File: config.mk
export PLATFORM = sky130hd
export DESIGN_NAME = sram_mem_controller
export DESIGN_NICKNAME = d
export VERILOG_FILES = /design/src/rtl/sram_mem_controller.sv
export SDC_FILE = /design/constraint.sdc
export NUM_CORES = 1
export LEC_CHECK = 0
export ABC_AREA = 1
export CORE_MARGIN = 10
export CORE_UTILIZATION = 43
export CTS_CLUSTER_DIAMETER = 60
export DETAILED_ROUTE_END_ITERATION = 10
export PLACE_DENSITY = 0.88
export SLEW_MARGIN = 15
export SYNTH_ARGS = -nofsm -noshare
export SYNTH_HDL_FRONTEND = slang
export SYNTH_SLANG_ARGS = --single-unit
File: constraint.sdc
create_clock -name clk -period 2.15 [get_ports clk]
set_clock_uncertainty 0.05 [all_clocks]
set_input_delay 0.5375 -clock clk [delete_from_list [all_inputs] [get_ports clk]]
set_output_delay 0.5375 -clock clk [all_outputs]
set_load 0.1 [all_outputs]
File: src/rtl/sram_mem_controller.sv
// Splits 32-bit word requests into two halfword accesses on a 16-bit asynchronous SRAM,
// holding each access for WAIT_CYCLES cycles and freezing the pipeline via ready.
module sram_mem_controller #(
    parameter int WAIT_CYCLES = 2,
    parameter int BASE_ADDR   = 1024,
    parameter int SRAM_AW     = 18
) (
    input  logic               clk,
    input  logic               rst,
    input  logic               rd_en,
    input  logic               wr_en,
    input  logic [31:0]        address,
    input  logic [31:0]        wdata,
    output logic [31:0]        rdata,
    output logic               ready,
    output logic [SRAM_AW-1:0] sram_addr,
    output logic [15:0]        sram_dq_out,
    output logic               sram_dq_oe,
    input  logic [15:0]        sram_dq_in,
    output logic               sram_we_n
);

    localparam int WCW = (WAIT_CYCLES > 1) ? $clog2(WAIT_CYCLES) : 1;
    localparam logic [WCW-1:0] WCNT_LAST = WCW'(WAIT_CYCLES - 1);
    localparam logic [31:0]    BASE      = 32'(BASE_ADDR);

    typedef enum logic [1:0] {
        S_IDLE = 2'd0,
        S_LOW  = 2'd1,
        S_HIGH = 2'd2,
        S_DONE = 2'd3
    } state_t;

    state_t             state_q, state_d;
    logic [WCW-1:0]     wcnt_q, wcnt_d;
    logic               op_write_q, op_write_d;
    logic [31:0]        wdata_q, wdata_d;
    logic [SRAM_AW-2:0] word_addr_q, word_addr_d;
    logic [31:0]        rdata_q, rdata_d;

    logic [31:0]        offset;
    logic               wcnt_last;
    logic               unused_offset_bits;

    // Byte offset from the SRAM window; higher bits drop out, so out-of-range addresses wrap.
    assign offset             = address - BASE;
    assign unused_offset_bits = ^{offset[31:SRAM_AW+1], offset[1:0]};
    assign wcnt_last          = (wcnt_q == WCNT_LAST);
    assign rdata              = rdata_q;

    always_ff @(posedge clk) begin
        if (rst) begin
            state_q     <= S_IDLE;
            wcnt_q      <= '0;
            op_write_q  <= 1'b0;
            wdata_q     <= '0;
            word_addr_q <= '0;
            rdata_q     <= '0;
        end else begin
            state_q     <= state_d;
            wcnt_q      <= wcnt_d;
            op_write_q  <= op_write_d;
            wdata_q     <= wdata_d;
            word_addr_q <= word_addr_d;
            rdata_q     <= rdata_d;
        end
    end

    always_comb begin
        state_d     = state_q;
        wcnt_d      = wcnt_q;
        op_write_d  = op_write_q;
        wdata_d     = wdata_q;
        word_addr_d = word_addr_q;
        rdata_d     = rdata_q;
        ready       = 1'b0;
        case (state_q)
            S_IDLE: begin
                // Combinational so the pipeline freezes in the very cycle the request appears.
                ready = ~(rd_en | wr_en);
                if (rd_en | wr_en) begin
                    op_write_d  = wr_en & ~rd_en;
                    wdata_d     = wdata;
                    word_addr_d = offset[SRAM_AW:2];
                    wcnt_d      = '0;
                    state_d     = S_LOW;
                end
            end
            S_LOW: begin
                if (wcnt_last) begin
                    if (!op_write_q) begin
                        rdata_d[15:0] = sram_dq_in;
                    end
                    wcnt_d  = '0;
                    state_d = S_HIGH;
                end else begin
                    wcnt_d = wcnt_q + WCW'(1);
                end
            end
            S_HIGH: begin
                if (wcnt_last) begin
                    if (!op_write_q) begin
                        rdata_d[31:16] = sram_dq_in;
                    end
                    wcnt_d  = '0;
                    state_d = S_DONE;
                end else begin
                    wcnt_d = wcnt_q + WCW'(1);
                end
            end
            S_DONE: begin
                ready   = 1'b1;
                state_d = S_IDLE;
            end
            default: begin
                state_d = S_IDLE;
            end
        endcase
    end

    // SRAM pins depend only on registered state, never on the request inputs.
    always_comb begin
        sram_addr   = '0;
        sram_dq_out = '0;
        sram_dq_oe  = 1'b0;
        sram_we_n   = 1'b1;
        case (state_q)
            S_LOW: begin
                sram_addr = {word_addr_q, 1'b0};
                if (op_write_q) begin
                    sram_dq_oe  = 1'b1;
                    sram_dq_out = wdata_q[15:0];
                    sram_we_n   = 1'b0;
                end
            end
            S_HIGH: begin
                sram_addr = {word_addr_q, 1'b1};
                if (op_write_q) begin
                    sram_dq_oe  = 1'b1;
                    sram_dq_out = wdata_q[31:16];
                    sram_we_n   = 1'b0;
                end
            end
            default: begin
                sram_addr = '0;
            end
        endcase
    end

endmodule

==> results.cfg, run 1 <==
[timing]
post_route_minimum_period_ns = 2.28
timing.final.hold_violations = 0
rsz0062_at_grt = yes
finalSetupViolCount = 35
worst_slew_margin = 0.653
postLayoutSetupSlackWorst_ns = -0.129
max_freq_ghz = 0.439
post-route-period-util = 1.06
worst_pin_slew_ns = 0.520
slew_viol_final = 0

[yosys]
postSynthCellCount = 509
synth_area_sq_um = 3650
syn_avg_cell_area_sq_um = 7.17
yosys.cell_types.count = 23
synth_seq_area_share = 0.466
ys.warnings.count = 0
synthesis.nets = 599
ffs_latches_synth = 85

[global_route]
grt_pass1_wl_um = 18900
number_of_antenna_violations_at_the_first_check_in_global_routing = 0
grt_pass1_vias = 3952
global_route.usage.total = 0.180
gr-total-overflow = 0
pin_count_of_the_biggest_net_entering_global_routing = 46

[route]
routedLengthMet1_um = 4430
detailedRoute.firstPassIterationCount = 4
route.detailed.vias_per_inst = 5.01
topRoutingLayerUsed = met4
wl_met3_um = 899
detailroute.wirelength.met2_um = 6120
totalWireLength_um = 11800
drt_drc_violations_left = 0
route.vias.total = 3815
detail-route-antenna-nets = 0
drtIter0Drc = 164
routedWlPerCell_um = 15.5

[clock_tree]
worst_skew_pair.late_latency_ns = 0.34
clock_tree_from_tritoncts = yes
clkSlewWorstSetupHoldPaths_ns = 0.10
htree_num_levels = 3
cts.root.buffer_cell = clkbuf_8
number_of_cts_inserted_buffers = 9
cts.sink_count = 85
number_of_buffers_on_the_longest_clock_path = 2

[placed_design]
placer_congestion = 0.908
placedCellCount = 733
buffer_ports.inserted = 137
setup_slack_at_placement_ns = -0.00362
dpl-instance-area_sq_um = 5780
detailed_place_hpwl_um = 8600

[critical_path]
cp-start-kind = register
crit_type = register to output port
critPathMaxFanout = 9
end_kind = output port
worstPathRequired_ns = 1.56
critical_path.reg2reg.startpoint = state_q[1]
critPathLaunch = state_q[0]
worstPathArrival_ns = 1.69

[cells_and_area]
finalCoreUtilization = 0.753
insertedDiodeCount = 0
postLayoutCellArea_sq_um = 6220
non_filler_cells_final = 762
synthToLayoutAreaGrowth_pct = 70.3
fillers = 564
final_nets = 742
layout-drive-gt1-share = 0.254

[pwr]
power_density_nw_per_um2 = 1220
total_leakage_power_uw = 0.00240
post-layout-total-power_uw = 7600
vdd.ir_drop.worst_mv = 0.678

[floorplanning]
design.core.area_sq_um = 8260
rows = 33
floorplan.initialDensity = 0.442
ioPinCount = 153
die_h_um = 112
die_x_um = 112
die_footprint_sq_um = 12600

[outcome]
outcome = finished with violations
violations_in_the_final_reports = setup timing

[run]
max_cap_violations = 0

[min_path]
worst_hold_path_type = register to register
hold_path.startpoint = rdata[15]
-- per-layer routing --
| metal | global-route usage | vias to the layer above |
|---|---|---|
| met2 | 0.321 | 130 |
| met4 | 0.0854 | 0 |
| met3 | 0.0559 | 23 |
| met1 | 0.187 | 1762 |
| met5 | 0 | - |
| li1 | - | 1900 |
-- registers in the layout (all words and copies together), names as in the netlist --
signal and cells:
op_write_q 1, rdata 32, state_q 2, wcnt_last 1
wdata_q 32, word_addr_q 17
-- cell usage after synthesis --
cell type,number,area share
dfxtp_1,85,0.47
clkbuf_1,7,0.0072
a21oi_1,65,0.089
o21ai_2,2,0.0048
buf_4,2,0.0041
a21oi_2,3,0.0072
a211oi_1,1,0.0021
ha_1,6,0.021
nand3_1,7,0.0096
o21ai_0,54,0.074
buf_2,14,0.019
nor3_1,2,0.0027
xor2_1,1,0.0024
buf_6,4,0.012
o21ai_1,27,0.037
nand3_2,2,0.0055
nand2_1,54,0.056
nand2_2,1,0.0017
nor2_1,94,0.097
clkbuf_2,3,0.0041
inv_2,3,0.0031
inv_1,71,0.073
a21o_1,1,0.0021
-- path summary, 6_finish.rpt --
| check | end | slack, ns | cells after the start |
|---|---|---|---|
| setup / recovery | sram_dq_out[11] | -0.13 | 6 |
| hold / removal | rdata[15] | 0.40 | 2 |
| setup reg to reg | rdata[23] | 0.34 | 6 |
| hold reg to reg | rdata[15] | 0.40 | 2 |
-- cells in the final DEF, fill, tap and decap left out, types with 3 or more instances in the layout --
| cell | synthesis | layout |
|---|---|---|
| a21oi_1 | 65 | 48 |
| buf_6 | 4 | 3 |
| inv_1 | 71 | 67 |
| o21ai_0 | 54 | 54 |
| nand2_8 | 0 | 4 |
| nand3_1 | 7 | 6 |
| buf_4 | 2 | 46 |
| nand2_1 | 54 | 52 |
| a21oi_4 | 0 | 17 |
| nor2_1 | 94 | 77 |
| inv_6 | 0 | 4 |
| clkbuf_8 | 0 | 9 |
| nand3_2 | 2 | 3 |
| buf_12 | 0 | 40 |
| o21ai_1 | 27 | 27 |
| clkdlybuf4s50_1 | 0 | 67 |
| ha_1 | 6 | 3 |
| nor2_4 | 0 | 17 |
| a21oi_2 | 3 | 3 |
| dfxtp_1 | 85 | 83 |
| inv_2 | 3 | 3 |
| ha_4 | 0 | 3 |
-- where the power goes --
group	switching, uW	internal (uW)
Clock	607	664
Combinational	2800	1300
Sequential	226	2000
-- cell families (layout without fill, tap and decap cells) --
family          Yosys count  count (layout)  synth area share
buf+inv                 104             250             0.123
fa+ha+maj                 6               6            0.0206
xor+xnor                  1               1           0.00240
flops                    85              85             0.466
compound gates          153             153             0.216
simple gates            160             162             0.172
-- critical path, cell delays in order (launching register included) --
cell and delay (ns):
dfxtp_4 0.40, inv_6 0.05, ha_4 0.31, nand2_8 0.08
buf_16 0.18, a21oi_4 0.14, buf_12 0.19
-- area by class of cell --
cell class	instances	area [sq um]	share of cell area
Clock buffer	9	124	0.0199
Clock inverter	7	96.3	0.0155
Inverter	74	292	0.0469
Multi-Input combinational cell	322	1950	0.313
Sequential cell	85	1710	0.275
Tap cell	105	131	0.0211
Timing Repair Buffer	160	1920	0.308
-- metrics by stage --
step / hold WS, ns / setup TNS, ns
floorplan: 0.404 / -4.39
global placement: 0.381 / 0
detailed placement: 0.386 / -0.00362
CTS: 0.400 / -4.37
global route: 0.421 / -5.30
finish: 0.399 / -3.70
-- what timing repair did --
item                       in CTS  in global routing
resized for setup              15                  3
setup endpoints to repair      36                 36
pin swaps                       7                  4
hold buffers                    0                  0
cloned                          2                  0
setup buffers                  11                  0
(Power assumes the default switching activity.)
==> inputs of run 2 (changes only) <==
- SETUP_SLACK_MARGIN: not set -> 0.4
- clock period: 2.15 -> 2.2 ns (I/O delays scaled with it)
==> results.cfg, run 2 (synthesis gave the netlist of run 1 again) <==
[pwr]
net-switching-power_uw = 3710
seqPwrFrac = 0.285
share_of_total_power_in_combinational_logic = 0.555
power.share.switching = 0.482
power_density_nw_per_um2 = 1230
vdd.ir_drop.worst_mv = 0.620
share_clk_of_total_power = 0.160
post-layout-total-power_uw = 7700
internal-power_uw = 3990
total_leakage_power_uw = 0.00239

[global_route]
gr-total-overflow = 0
grt_pass1_vias = 3926
pin_count_of_the_biggest_net_entering_global_routing = 44
grt_pass1_wl_um = 19800
global_route.usage.total = 0.191
number_of_antenna_violations_at_the_first_check_in_global_routing = 0

[timing]
post_route_minimum_period_ns = 2.31
postLayoutSetupSlackWorst_ns = -0.115
worst_slew_margin = 0.727
post-route-period-util = 1.05
setup_total_negative_slack_ns = -2.22
timing.final.hold_violations = 0
finalSetupViolCount = 35
rsz0062_at_grt = yes
worst_pin_slew_ns = 0.409
max_freq_ghz = 0.432
slew_viol_final = 0

[cells_and_area]
commonest_cells_after_routing_fill_and_taps_aside = 82 x dfxtp_1, 76 x nor2_1, 68 x clkdlybuf4s50_1
layout_commonest_cell = dfxtp_1
finalCoreUtilization = 0.761
synthToLayoutAreaGrowth_pct = 72.2
final_nets = 746
fillers = 579
layout-drive-gt1-share = 0.260
insertedDiodeCount = 0

[placed_design]
detailed_place_hpwl_um = 8520
buffer_ports.inserted = 137
setup_slack_at_placement_ns = 0.0508
placer_congestion = 0.907

[floorplanning]
die_footprint_sq_um = 12600
design.core.area_sq_um = 8260
ioPinCount = 153
rows = 33
die_h_um = 112
die_x_um = 112
floorplan.initialDensity = 0.442

[route]
drt_drc_violations_left = 0
detailedRoute.firstPassIterationCount = 6
drtIter0Drc = 172
totalWireLength_um = 12300
route.vias.total = 3886
routedWlPerCell_um = 16.0
detail-route-antenna-nets = 0
route.detailed.vias_per_inst = 5.07

[clock_tree]
cts.root.buffer_cell = clkbuf_8
post_cts_hold_buffer_count = 0
cts.sink_count = 85
worst_skew_pair.late_latency_ns = 0.34
clkSlewWorstSetupHoldPaths_ns = 0.09
htree_num_levels = 3
number_of_buffers_on_the_longest_clock_path = 2
clock_tree_from_tritoncts = yes
number_of_cts_inserted_buffers = 9

[critical_path]
critical-path-top-cell-by-count = buf_12
end_kind = output port
worstPathRequired_ns = 1.60
critical_path.slowest_cell = dfxtp_4
critPathMaxFanout = 5
path_delay_family = flip-flops
cp_num_buf_inv = 3
crit_type = register to output port
critical_path.cell_chain = inv_6 -> ha_4 -> buf_12 -> nand2_8 -> a21oi_4 -> buf_12
worstPathArrival_ns = 1.71
cp-start-kind = register
critPathMaxStageDelay_ns = 0.40

[min_path]
worst_hold_path_type = register to register

[outcome]
outcome = finished with violations
violations_in_the_final_reports = setup timing

[run]
max_cap_violations = 0
[run 2: cell count changes in the layout (fill, tap and decap cells not counted), moves of 2 or more]
| cell | before | now |
|---|---|---|
| buf_4 | 46 | 48 |
| clkinvlp_4 | 1 | 3 |
| nand2_8 | 4 | 7 |
| nand3_2 | 3 | 0 |
| nand3_4 | 0 | 2 |
[run 2: worst paths after layout]
path | startpoint | to | slack, ns | cells past startpoint
hold / removal | rdata[18] | rdata[18] | 0.40 | 2
setup / recovery | state_q[0] | sram_dq_out[6] | -0.11 | 6
setup reg to reg | state_q[1] | rdata[31] | 0.56 | 6
hold reg to reg | rdata[18] | rdata[18] | 0.40 | 2
[run 2: worst min-delay path, delay by kind of cell (launching register included)]
family / cells / cell delay (ns)
AO/OA/AOI/OAI: 1 / 0.05
buffers and inverters: 1 / 0.05
flip-flops: 1 / 0.32
[run 2: power groups by stage]
stage / registers (uW) / logic (uW) / clock network [uW]
after floorplan: 2790 / 2200 / 0
after detailed placement: 2190 / 3640 / 0
after global routing: 2240 / 4530 / 1320
final: 2200 / 4270 / 1230
after CTS: 2190 / 4130 / 1240
after global placement: 2160 / 3560 / 0
[run 2: repair_timing]
item,in CTS,in global routing
pin swaps,7,5
buffers inserted,8,6
gates resized for setup,19,8
cloned,5,0
setup endpoints to repair,69,41
[run 2: stage by stage]
stage | instances | cell area [sq um] | hold slack (ns)
global placement | 731 | 5740 | 0.383
detailed placement | 731 | 5740 | 0.386
floorplan | 509 | 4080 | 0.404
global route | 766 | 6290 | 0.423
CTS | 760 | 6200 | 0.400
finish | 766 | 6290 | 0.399
[run 2: layout make-up]
cell class	count	area [sq um]	share of cell area
Inverter	74	294	0.0468
Clock inverter	7	97.6	0.0155
Multi-Input combinational cell	325	2020	0.321
Sequential cell	85	1710	0.272
Tap cell	105	131	0.0209
Clock buffer	9	124	0.0197
Timing Repair Buffer	161	1910	0.304
[run 2: layer usage]
layer | GRT usage | vias up | wire length (um)
met1 | 0.206 | 1832 | 4810
met4 | 0.0804 | 0 | 336
li1 | - | 1912 | -
met5 | 0 | - | 0
met3 | 0.0501 | 24 | 759
met2 | 0.343 | 118 | 6370
==> inputs of run 3 (changes only) <==
- CTS_CLUSTER_DIAMETER: 60 -> 50
==> results of run 3 <==
Same layout as run 2: the final DEF is identical, and so are final timing and power.
